--- config.mk ---
export PLATFORM = sky130hd
export DESIGN_NAME = mem_access_unit_flat
export DESIGN_NICKNAME = d
export VERILOG_FILES = /design/src/rtl/mem_access_unit_if.sv /design/src/rtl/mem_access_unit.sv /design/src/flat_wrapper.sv
export SDC_FILE = /design/constraint.sdc
export NUM_CORES = 1
export LEC_CHECK = 0
export BUFFER_PORTS_ARGS = -buffer_cell sky130_fd_sc_hd__buf_2
export CORE_UTILIZATION = 25
export CTS_BUF_LIST = sky130_fd_sc_hd__clkbuf_8 sky130_fd_sc_hd__clkbuf_16
export DETAILED_ROUTE_END_ITERATION = 16
export HOLD_SLACK_MARGIN = 0.1
export PLACE_DENSITY = 0.54
export SLEW_MARGIN = 0
export SYNTH_ARGS = -nofsm -noshare
export SYNTH_HDL_FRONTEND = slang
export SYNTH_SLANG_ARGS = --single-unit
export TNS_END_PERCENT = 100
--- constraint.sdc ---
create_clock -name clk -period 2.6 [get_ports clk]
set_input_delay 0.26 -clock clk [delete_from_list [all_inputs] [get_ports clk]]
set_output_delay 0.26 -clock clk [all_outputs]
set_load 0.01 [all_outputs]
--- src/rtl/mem_access_unit_if.sv ---
// rtl/mem_access_unit_if.sv - request/response and data-memory bus bundle for mem_access_unit
interface mem_access_unit_if;
    logic        req_valid;
    logic        req_ready;
    logic        req_write;
    logic [1:0]  req_size;
    logic        req_signed;
    logic [15:0] req_addr;
    logic [31:0] req_wdata;
    logic        resp_valid;
    logic        resp_ready;
    logic [31:0] resp_rdata;
    logic        resp_err;
    logic [13:0] mem_readAddr;
    logic [13:0] mem_writeAddr;
    logic        mem_readEn;
    logic        mem_writeEn;
    logic [31:0] mem_dIn;
    logic [31:0] mem_dOut;

    modport slave (
        input  req_valid, req_write, req_size, req_signed, req_addr, req_wdata,
        input  resp_ready, mem_dOut,
        output req_ready, resp_valid, resp_rdata, resp_err,
        output mem_readAddr, mem_writeAddr, mem_readEn, mem_writeEn, mem_dIn
    );

    modport master (
        output req_valid, req_write, req_size, req_signed, req_addr, req_wdata,
        output resp_ready, mem_dOut,
        input  req_ready, resp_valid, resp_rdata, resp_err,
        input  mem_readAddr, mem_writeAddr, mem_readEn, mem_writeEn, mem_dIn
    );
endinterface

--- src/rtl/mem_access_unit.sv ---
// rtl/mem_access_unit.sv - byte/half/word load-store unit with read-modify-write for sub-word stores
module mem_access_unit (
    input  logic             clk,
    input  logic             reset_n,
    mem_access_unit_if.slave bus
);
    typedef enum logic [2:0] {S_IDLE, S_RD, S_RWAIT, S_WR, S_RESP} state_t;

    state_t      r_state, w_next;
    logic        r_write, r_signed, r_err;
    logic [1:0]  r_size;
    logic [15:0] r_addr;
    logic [31:0] r_din, r_rdata;
    logic        w_accept, w_err;
    logic        w_req_ready, w_resp_valid, w_read_en, w_write_en;
    logic [31:0] w_lane, w_load, w_merge;

    assign w_accept = bus.req_valid & w_req_ready;
    assign w_err    = (bus.req_size == 2'b11)
                    | ((bus.req_size == 2'b01) & bus.req_addr[0])
                    | ((bus.req_size == 2'b10) & (|bus.req_addr[1:0]));

    always_ff @(posedge clk or negedge reset_n) begin
        if (!reset_n) r_state <= S_IDLE;
        else          r_state <= w_next;
    end

    always_comb begin
        w_next       = r_state;
        w_req_ready  = 1'b0;
        w_resp_valid = 1'b0;
        w_read_en    = 1'b0;
        w_write_en   = 1'b0;
        case (r_state)
            S_IDLE: begin
                w_req_ready = 1'b1;
                if (bus.req_valid) begin
                    if (w_err)                          w_next = S_RESP;
                    else if (bus.req_write && bus.req_size == 2'b10) w_next = S_WR;
                    else                                w_next = S_RD;
                end
            end
            S_RD: begin
                w_read_en = 1'b1;
                w_next    = S_RWAIT;
            end
            S_RWAIT: w_next = r_write ? S_WR : S_RESP;
            S_WR: begin
                w_write_en = 1'b1;
                w_next     = S_RESP;
            end
            S_RESP: begin
                w_resp_valid = 1'b1;
                if (bus.resp_ready) w_next = S_IDLE;
            end
            default: w_next = S_IDLE;
        endcase
    end

    // r_din holds the right-aligned store data until the old word arrives, then the merged word
    always_comb begin
        w_lane  = bus.mem_dOut >> {r_addr[1:0], 3'b000};
        w_merge = bus.mem_dOut;
        case (r_size)
            2'b00: begin
                w_load = {{24{r_signed & w_lane[7]}}, w_lane[7:0]};
                w_merge[{r_addr[1:0], 3'b000} +: 8] = r_din[7:0];
            end
            2'b01: begin
                w_load = {{16{r_signed & w_lane[15]}}, w_lane[15:0]};
                w_merge[{r_addr[1], 4'b0000} +: 16] = r_din[15:0];
            end
            default: begin
                w_load  = bus.mem_dOut;
                w_merge = r_din;
            end
        endcase
    end

    always_ff @(posedge clk or negedge reset_n) begin
        if (!reset_n) begin
            r_write  <= 1'b0;
            r_signed <= 1'b0;
            r_size   <= 2'b00;
            r_addr   <= 16'h0000;
            r_err    <= 1'b0;
            r_din    <= 32'h0;
            r_rdata  <= 32'h0;
        end else if (w_accept) begin
            r_write  <= bus.req_write;
            r_signed <= bus.req_signed;
            r_size   <= bus.req_size;
            r_addr   <= bus.req_addr;
            r_err    <= w_err;
            r_din    <= bus.req_wdata;
            r_rdata  <= 32'h0;
        end else if (r_state == S_RWAIT) begin
            if (r_write) r_din   <= w_merge;
            else         r_rdata <= w_load;
        end
    end

    assign bus.req_ready     = w_req_ready;
    assign bus.resp_valid    = w_resp_valid;
    assign bus.resp_rdata    = r_rdata;
    assign bus.resp_err      = r_err;
    assign bus.mem_readEn    = w_read_en;
    assign bus.mem_writeEn   = w_write_en;
    assign bus.mem_readAddr  = r_addr[15:2];
    assign bus.mem_writeAddr = r_addr[15:2];
    assign bus.mem_dIn       = r_din;
endmodule

--- src/flat_wrapper.sv ---
// flat-port wrapper written by rule: the top's interface ports become plain ports
module mem_access_unit_flat 
  (clk, reset_n, bus_req_valid, bus_req_write, bus_req_size, bus_req_signed, bus_req_addr, bus_req_wdata, bus_resp_ready, bus_mem_dOut, bus_req_ready, bus_resp_valid, bus_resp_rdata, bus_resp_err, bus_mem_readAddr, bus_mem_writeAddr, bus_mem_readEn, bus_mem_writeEn, bus_mem_dIn);
  mem_access_unit_if bus_i ();
  input  logic clk;
  input  logic reset_n;
  input wire logic [$bits(bus_i.req_valid)-1:0] bus_req_valid;
  input wire logic [$bits(bus_i.req_write)-1:0] bus_req_write;
  input wire logic [$bits(bus_i.req_size)-1:0] bus_req_size;
  input wire logic [$bits(bus_i.req_signed)-1:0] bus_req_signed;
  input wire logic [$bits(bus_i.req_addr)-1:0] bus_req_addr;
  input wire logic [$bits(bus_i.req_wdata)-1:0] bus_req_wdata;
  input wire logic [$bits(bus_i.resp_ready)-1:0] bus_resp_ready;
  input wire logic [$bits(bus_i.mem_dOut)-1:0] bus_mem_dOut;
  output wire logic [$bits(bus_i.req_ready)-1:0] bus_req_ready;
  output wire logic [$bits(bus_i.resp_valid)-1:0] bus_resp_valid;
  output wire logic [$bits(bus_i.resp_rdata)-1:0] bus_resp_rdata;
  output wire logic [$bits(bus_i.resp_err)-1:0] bus_resp_err;
  output wire logic [$bits(bus_i.mem_readAddr)-1:0] bus_mem_readAddr;
  output wire logic [$bits(bus_i.mem_writeAddr)-1:0] bus_mem_writeAddr;
  output wire logic [$bits(bus_i.mem_readEn)-1:0] bus_mem_readEn;
  output wire logic [$bits(bus_i.mem_writeEn)-1:0] bus_mem_writeEn;
  output wire logic [$bits(bus_i.mem_dIn)-1:0] bus_mem_dIn;
  assign bus_i.req_valid = bus_req_valid;
  assign bus_i.req_write = bus_req_write;
  assign bus_i.req_size = bus_req_size;
  assign bus_i.req_signed = bus_req_signed;
  assign bus_i.req_addr = bus_req_addr;
  assign bus_i.req_wdata = bus_req_wdata;
  assign bus_i.resp_ready = bus_resp_ready;
  assign bus_i.mem_dOut = bus_mem_dOut;
  assign bus_req_ready = bus_i.req_ready;
  assign bus_resp_valid = bus_i.resp_valid;
  assign bus_resp_rdata = bus_i.resp_rdata;
  assign bus_resp_err = bus_i.resp_err;
  assign bus_mem_readAddr = bus_i.mem_readAddr;
  assign bus_mem_writeAddr = bus_i.mem_writeAddr;
  assign bus_mem_readEn = bus_i.mem_readEn;
  assign bus_mem_writeEn = bus_i.mem_writeEn;
  assign bus_mem_dIn = bus_i.mem_dIn;
  mem_access_unit u_core (.clk(clk), .reset_n(reset_n), .bus(bus_i));
endmodule
---- Word level (Yosys, flattened, before mapping) ----
Index checks and enable logic that the tools add are counted.
operators by class
  divide/modulo/power cells ............... 0
  $lt $le $gt $ge ......................... 0
  equal/unequal tests ..................... 11
  mux-type cells .......................... 20
  multiply operators ...................... 0
  bitwise logic cells ..................... 7
  $add $sub $neg .......................... 2
  reductions and logical operators ........ 10
  shift-type cells ........................ 5
operators by type and width
  kind                                                                      count
  32-bit two-way mux                                                        6
  32-bit one-hot mux with 2 select lines                                    2
  32-bit bitwise mux                                                        2
  16-bit by 7-bit variable shift with 32-bit output (first input constant)  1
  8-bit by 7-bit variable shift with 32-bit output (first input constant)   1
  16-bit by 7-bit indexed part select with 32-bit output                    1
  8-bit by 7-bit indexed part select with 32-bit output                     1
  32-bit by 5-bit >> shifter with 16-bit output                             1
  3-bit one-hot mux with 5 select lines                                     1
  5-bit negator with 7-bit output                                           2
  3-bit two-way mux                                                         4
  3-bit by 2-bit equality test with 1-bit output (second input constant)    2
  2-bit inequality test (second input constant)                             3
  1-bit bitwise AND                                                         5
  2-bit by 1-bit equality test with 1-bit output (second input constant)    2
  2-bit equality test (second input constant)                               2
  1-bit two-way mux                                                         4
  2-bit AND reduction                                                       2
  2-bit nonzero test                                                        2
  3-bit by 1-bit equality test with 1-bit output (second input constant)    1
  3-bit equality test (second input constant)                               1
  3-bit logical NOT                                                         1
  3-bit AND reduction                                                       1
  3-bit nonzero test                                                        1
  other kinds (5)                                                           6
storage, ports and cells
  latch bits .............................. 0
  logic and storage cells ................. 63
  bits in read-only memories .............. 0
  bits in writable memories ............... 0
  memories ................................ 0
  flip-flop bits (word level) ............. 88
  output and inout port bits .............. 97

---- Logic depth before layout (Yosys ltp) ----
  depth in word-level cells ............... 7
  depth in mapped cells ................... 9

---- Worst setup path after synthesis ----
OpenSTA, ideal clock, no wires.
  path kind ............................... flip-flop to flip-flop
  from .................................... reg u_core.r_addr[1]
  to ...................................... reg u_core.r_din[10], in the netlist u_core.bus.mem_dIn[10]
  period minus slack after synthesis ...... 2269 ps
  stages on the path, launching flop included .. 10
  arrival time ............................ 2146 ps
  path slack .............................. 331 ps
  required time ........................... 2477 ps
  path through ............................ dfrtp_1 -> buf_2 -> buf_2 -> inv_1 -> ha_1 -> and3b_1 -> and3_1 -> buf_1 -> a221o_1 -> o221a_2
on the way
  cells in the longest elaborated chain, start to end .. 7
  elaborated cells on any way between the ends .. 12
  classes of those cells .................. 2 x add/sub; 4 x shift; 6 x mux
RTL lines
  element                                                                               line                                          text
  from (decl)                                                                           mem_access_unit.sv:12                         logic [15:0] r_addr;
  from (signal assigned)                                                                mem_access_unit.sv:93                         r_addr <= bus.req_addr;
  5-bit negator with 7-bit output, on equally long branches                             mem_access_unit.sv:71, mem_access_unit.sv:67
  16-bit by 7-bit indexed part select with 32-bit output, or another cell as far along  mem_access_unit.sv:71                         w_merge[{r_addr[1], 4'b0000} +: 16] = r_din[15:0];
  32-bit bitwise mux, on equally long branches                                          mem_access_unit.sv:71, mem_access_unit.sv:67
  32-bit one-hot mux with 2 select lines *                                              mem_access_unit.sv:64                         case (r_size)
  32-bit two-way mux *                                                                  mem_access_unit.sv:98                         if (r_write) r_din <= w_merge;
  32-bit two-way mux *                                                                  mem_access_unit.sv:97                         end else if (r_state == S_RWAIT) begin
  32-bit two-way mux *                                                                  mem_access_unit.sv:89                         end else if (w_accept) begin
  to (signal assigned)                                                                  mem_access_unit.sv:95                         r_din <= bus.req_wdata;
  to (signal assigned)                                                                  mem_access_unit.sv:98
  to (decl)                                                                             mem_access_unit.sv:13                         logic [31:0] r_din, r_rdata;
Mark *: on every way between the ends. The rest lies on a longest branch, timed or not. The select of a mux whose other input is x is not followed.
A chain may end at the register's enable or synchronous reset.

---- Worst setup path in the final report ----
  from .................................... reg u_core.r_addr[1]
  to ...................................... reg u_core.r_din[29], in the netlist u_core.bus.mem_dIn[29]
Same word-level chain as after synthesis.

==> flow_summary.toml <==
[run_status]
status = "complete, no violations"

[sta]
whs_ns = 0.117
period_share_pct = 95.0
hold_viol_final = 0
worst_clock_skew_ns = 0.0108
max_freq_ghz = 0.405
fin_crit_ns = 2.47
slew_headroom_pct = 11.0
worst_pin_slew_ns = 1.32
finalSetupTns_ns = 0
drv_slew = 0
rsz0062_at_grt = "false"
finalSetupViolCount = 0

[drt]
viasPerCell = 4.94
first_pass_iters = 5
wl_per_cell_um = 19.2
drtIter0Drc = 290
via_count = 4572
wirelength_um = 17800
drcViolationCount = 0
ant_nets = 0

[critical_path]
path_delay_family = "simple AND/OR/NAND/NOR gates"
r2r-start = "u_core.r_addr[1]$_DFFE_PN0P_"
required_ns = 2.89
crit_cells = 6
crit_type = "flip-flop to flip-flop"
arrival_ns = 2.76
cp-end-kind = "flip-flop"
crit_path_end = "u_core.bus.mem_dIn[29]$_DFFE_PN0P_"
critPathLaunchType = "flip-flop"
cp_slowest_cell = "nor4bb_1"
reg2reg_slack_ns = 0.13
reg2reg_depth = 6
critPathBufInv = 1
r2r_end = "u_core.bus.mem_dIn[29]$_DFFE_PN0P_"
path_cells = "inv_1 -> ha_1 -> nor4bb_1 -> a221o_1 -> a221oi_1 -> nor2_1"
crit_path_max_fanout = 8
crit_start = "u_core.r_addr[1]$_DFFE_PN0P_"
critPathMaxStageDelay_ns = 1.10

[finish]
antenna_cells = 0
fillCellCount = 2005
finalInstanceArea_um2 = 6370
drive_above_1_share_pct = 37.9
areaGrowthSynthToFinish_pct = 30.9
final_cell_mix = "183 x buf_2, 88 x dfrtp_1, 78 x nand2_1"
nets = 754
final_common_cell = "buf_2"

[clock_tree]
clkTransAtPathRegs_ns = 0.07
cts_root_buf = "clkbuf_16"
htreeDepth = 3
clockBufferDepth = 2
cts_buffers = 9
clk_latency_ns = 0.35
cts_tree = "yes"
clock_sinks = 88

[synthesis]
avgSynthCellArea_um2 = 9.86
synth_warnings = 0
synthFlopType = "dfrtp_1"
synth_edf_count = 0
ys_seq_area_share_pct = 45.2
ys_seq_elements = 88
synth_cells = 494
async_flop_share_pct = 100
synthDistinctLibCells = 59
netlist_area_um2 = 4870
syn_nets = 587

[grt]
grt_pass1_wl_um = 27100
grt_max_degree = 38
use_met3_pct = 4.62
grt_busiest_layer = "met2"
met2_usage_pct = 28.1
met1_usage_pct = 23.8
grt-ovfl-total = 0
track_usage_pct = 18.1
antenna_found_initial = 2
grt_pass1_vias = 4669

[floorplan]
core_area_um2 = 18900
die_x_um = 142
dieArea_um2 = 20000
initial_core_util_pct = 25.8
num_io_pins = 185
die_y_um = 142
row_count = 50

[power]
power_density_nw_per_um2 = 1280
p_leak_nw = 3.14
ir_worst_vdd_v = 0.000328

[placed_design]
place_area_um2 = 5940
gp_congestion = 0.821
port_buffers = 184
dp_hpwl_um = 13200

[run]
max_cap_violations = 0

[worst_hold_path]
hold_class = "input pin to flip-flop"
## metal layers
layer  part of all wire, %  vias to the layer above  wire length (µm)
met1                    45                     2212              7980
met4                   2.6                        4               464
li1                      -                     2152                 -
met2                    44                      174              7910
met3                   8.0                       30              1420
met5                  0.15                        -                27
## final cells by class
| type | count | area, µm² | share of cell area, % |
|---|---|---|---|
| sequential | 88 | 2200 | 34.5 |
| timing repair buffer | 218 | 1240 | 19.4 |
| multi-input combinational | 335 | 2270 | 35.6 |
| tap | 260 | 325 | 5.10 |
| clock buffer | 11 | 253 | 3.96 |
| clock inverter | 4 | 53.8 | 0.844 |
| inverter | 9 | 33.8 | 0.530 |
## Yosys cell counts, types with 8 or more instances
cell	n	area, µm²
nand2_1	78	293
buf_4	31	233
nor2_1	27	101
buf_2	11	55.1
o21ai_0	26	130
o22ai_1	9	56.3
a221oi_1	16	140
clkbuf_1	13	48.8
mux2i_1	16	160
a22o_1	8	70.1
inv_1	9	33.8
a221o_1	32	320
nand3_1	9	45.0
dfrtp_1	88	2200
a21oi_1	23	115
mux2_2	8	90.1
o221a_2	8	90.1
## through the flow
step	worst slack (ns)	cells	util, %	power (mW)
after CTS	0.213	925	33.7	8.19
after floorplan	0.331	494	-	5.42
final	0.131	925	33.7	8.14
after global placement	0.144	897	31.4	6.76
after detailed placement	0.223	897	31.4	6.77
after global routing	0.0730	925	33.7	8.75
## repair_timing
action,in CTS,in global routing
resized for setup,0,0
endpoints found under the setup margin,0,0
buffers inserted,0,0
hold endpoints to repair,45,0
hold buffers,13,0
## logic make-up after synthesis
kind of cell,after synthesis,share of synthesized area [%]
adders and majority gates,5,1.28
muxes,24,5.14
AOI/OAI and AO/OA,159,25.4
buffers and inverters,71,8.32
and+or+nand+nor,147,14.6
DFF,88,45.2
## worst reg2reg max path, cell delays in order (launching register included)
cell      delay [ns]
dfrtp_1         0.39
inv_1           0.15
ha_1            0.30
nor4bb_1        1.10
a221o_1         0.30
a221oi_1        0.08
nor2_1          0.09
## registers in the layout, indices dropped and copies added (netlist names)
signal and cells:
u_core.r_state 3, u_core.r_write 1, u_core.r_size 2, u_core.bus.mem_dIn 32, u_core.bus.resp_rdata 32, u_core.r_signed 1, u_core.bus.resp_err 1, u_core.r_addr 16
## where the power goes
part	internal, mW	leakage [nW]	switching (mW)
clock	0.794	0.144	0.572
sequential	2.00	1.12	0.492
combinational	1.82	1.88	2.46
## worst min-delay path by stage
stage,depth (start not counted),slack (ns),start,endpoint
CTS,3,0.11,bus_req_write,u_core.r_write$_DFFE_PN0P_
floorplan,0,-0.04,reset_n,u_core.bus.mem_dIn[0]$_DFFE_PN0P_
global route,3,0.11,bus_req_signed,u_core.r_signed$_DFFE_PN0P_
global placement,1,0.26,reset_n,u_core.r_addr[2]$_DFFE_PN0P_
detailed placement,1,0.27,reset_n,u_core.r_addr[3]$_DFFE_PN0P_
finish,3,0.12,bus_req_addr[4],u_core.r_addr[4]$_DFFE_PN0P_
No activity file was read; power rests on OpenSTA's default activity.
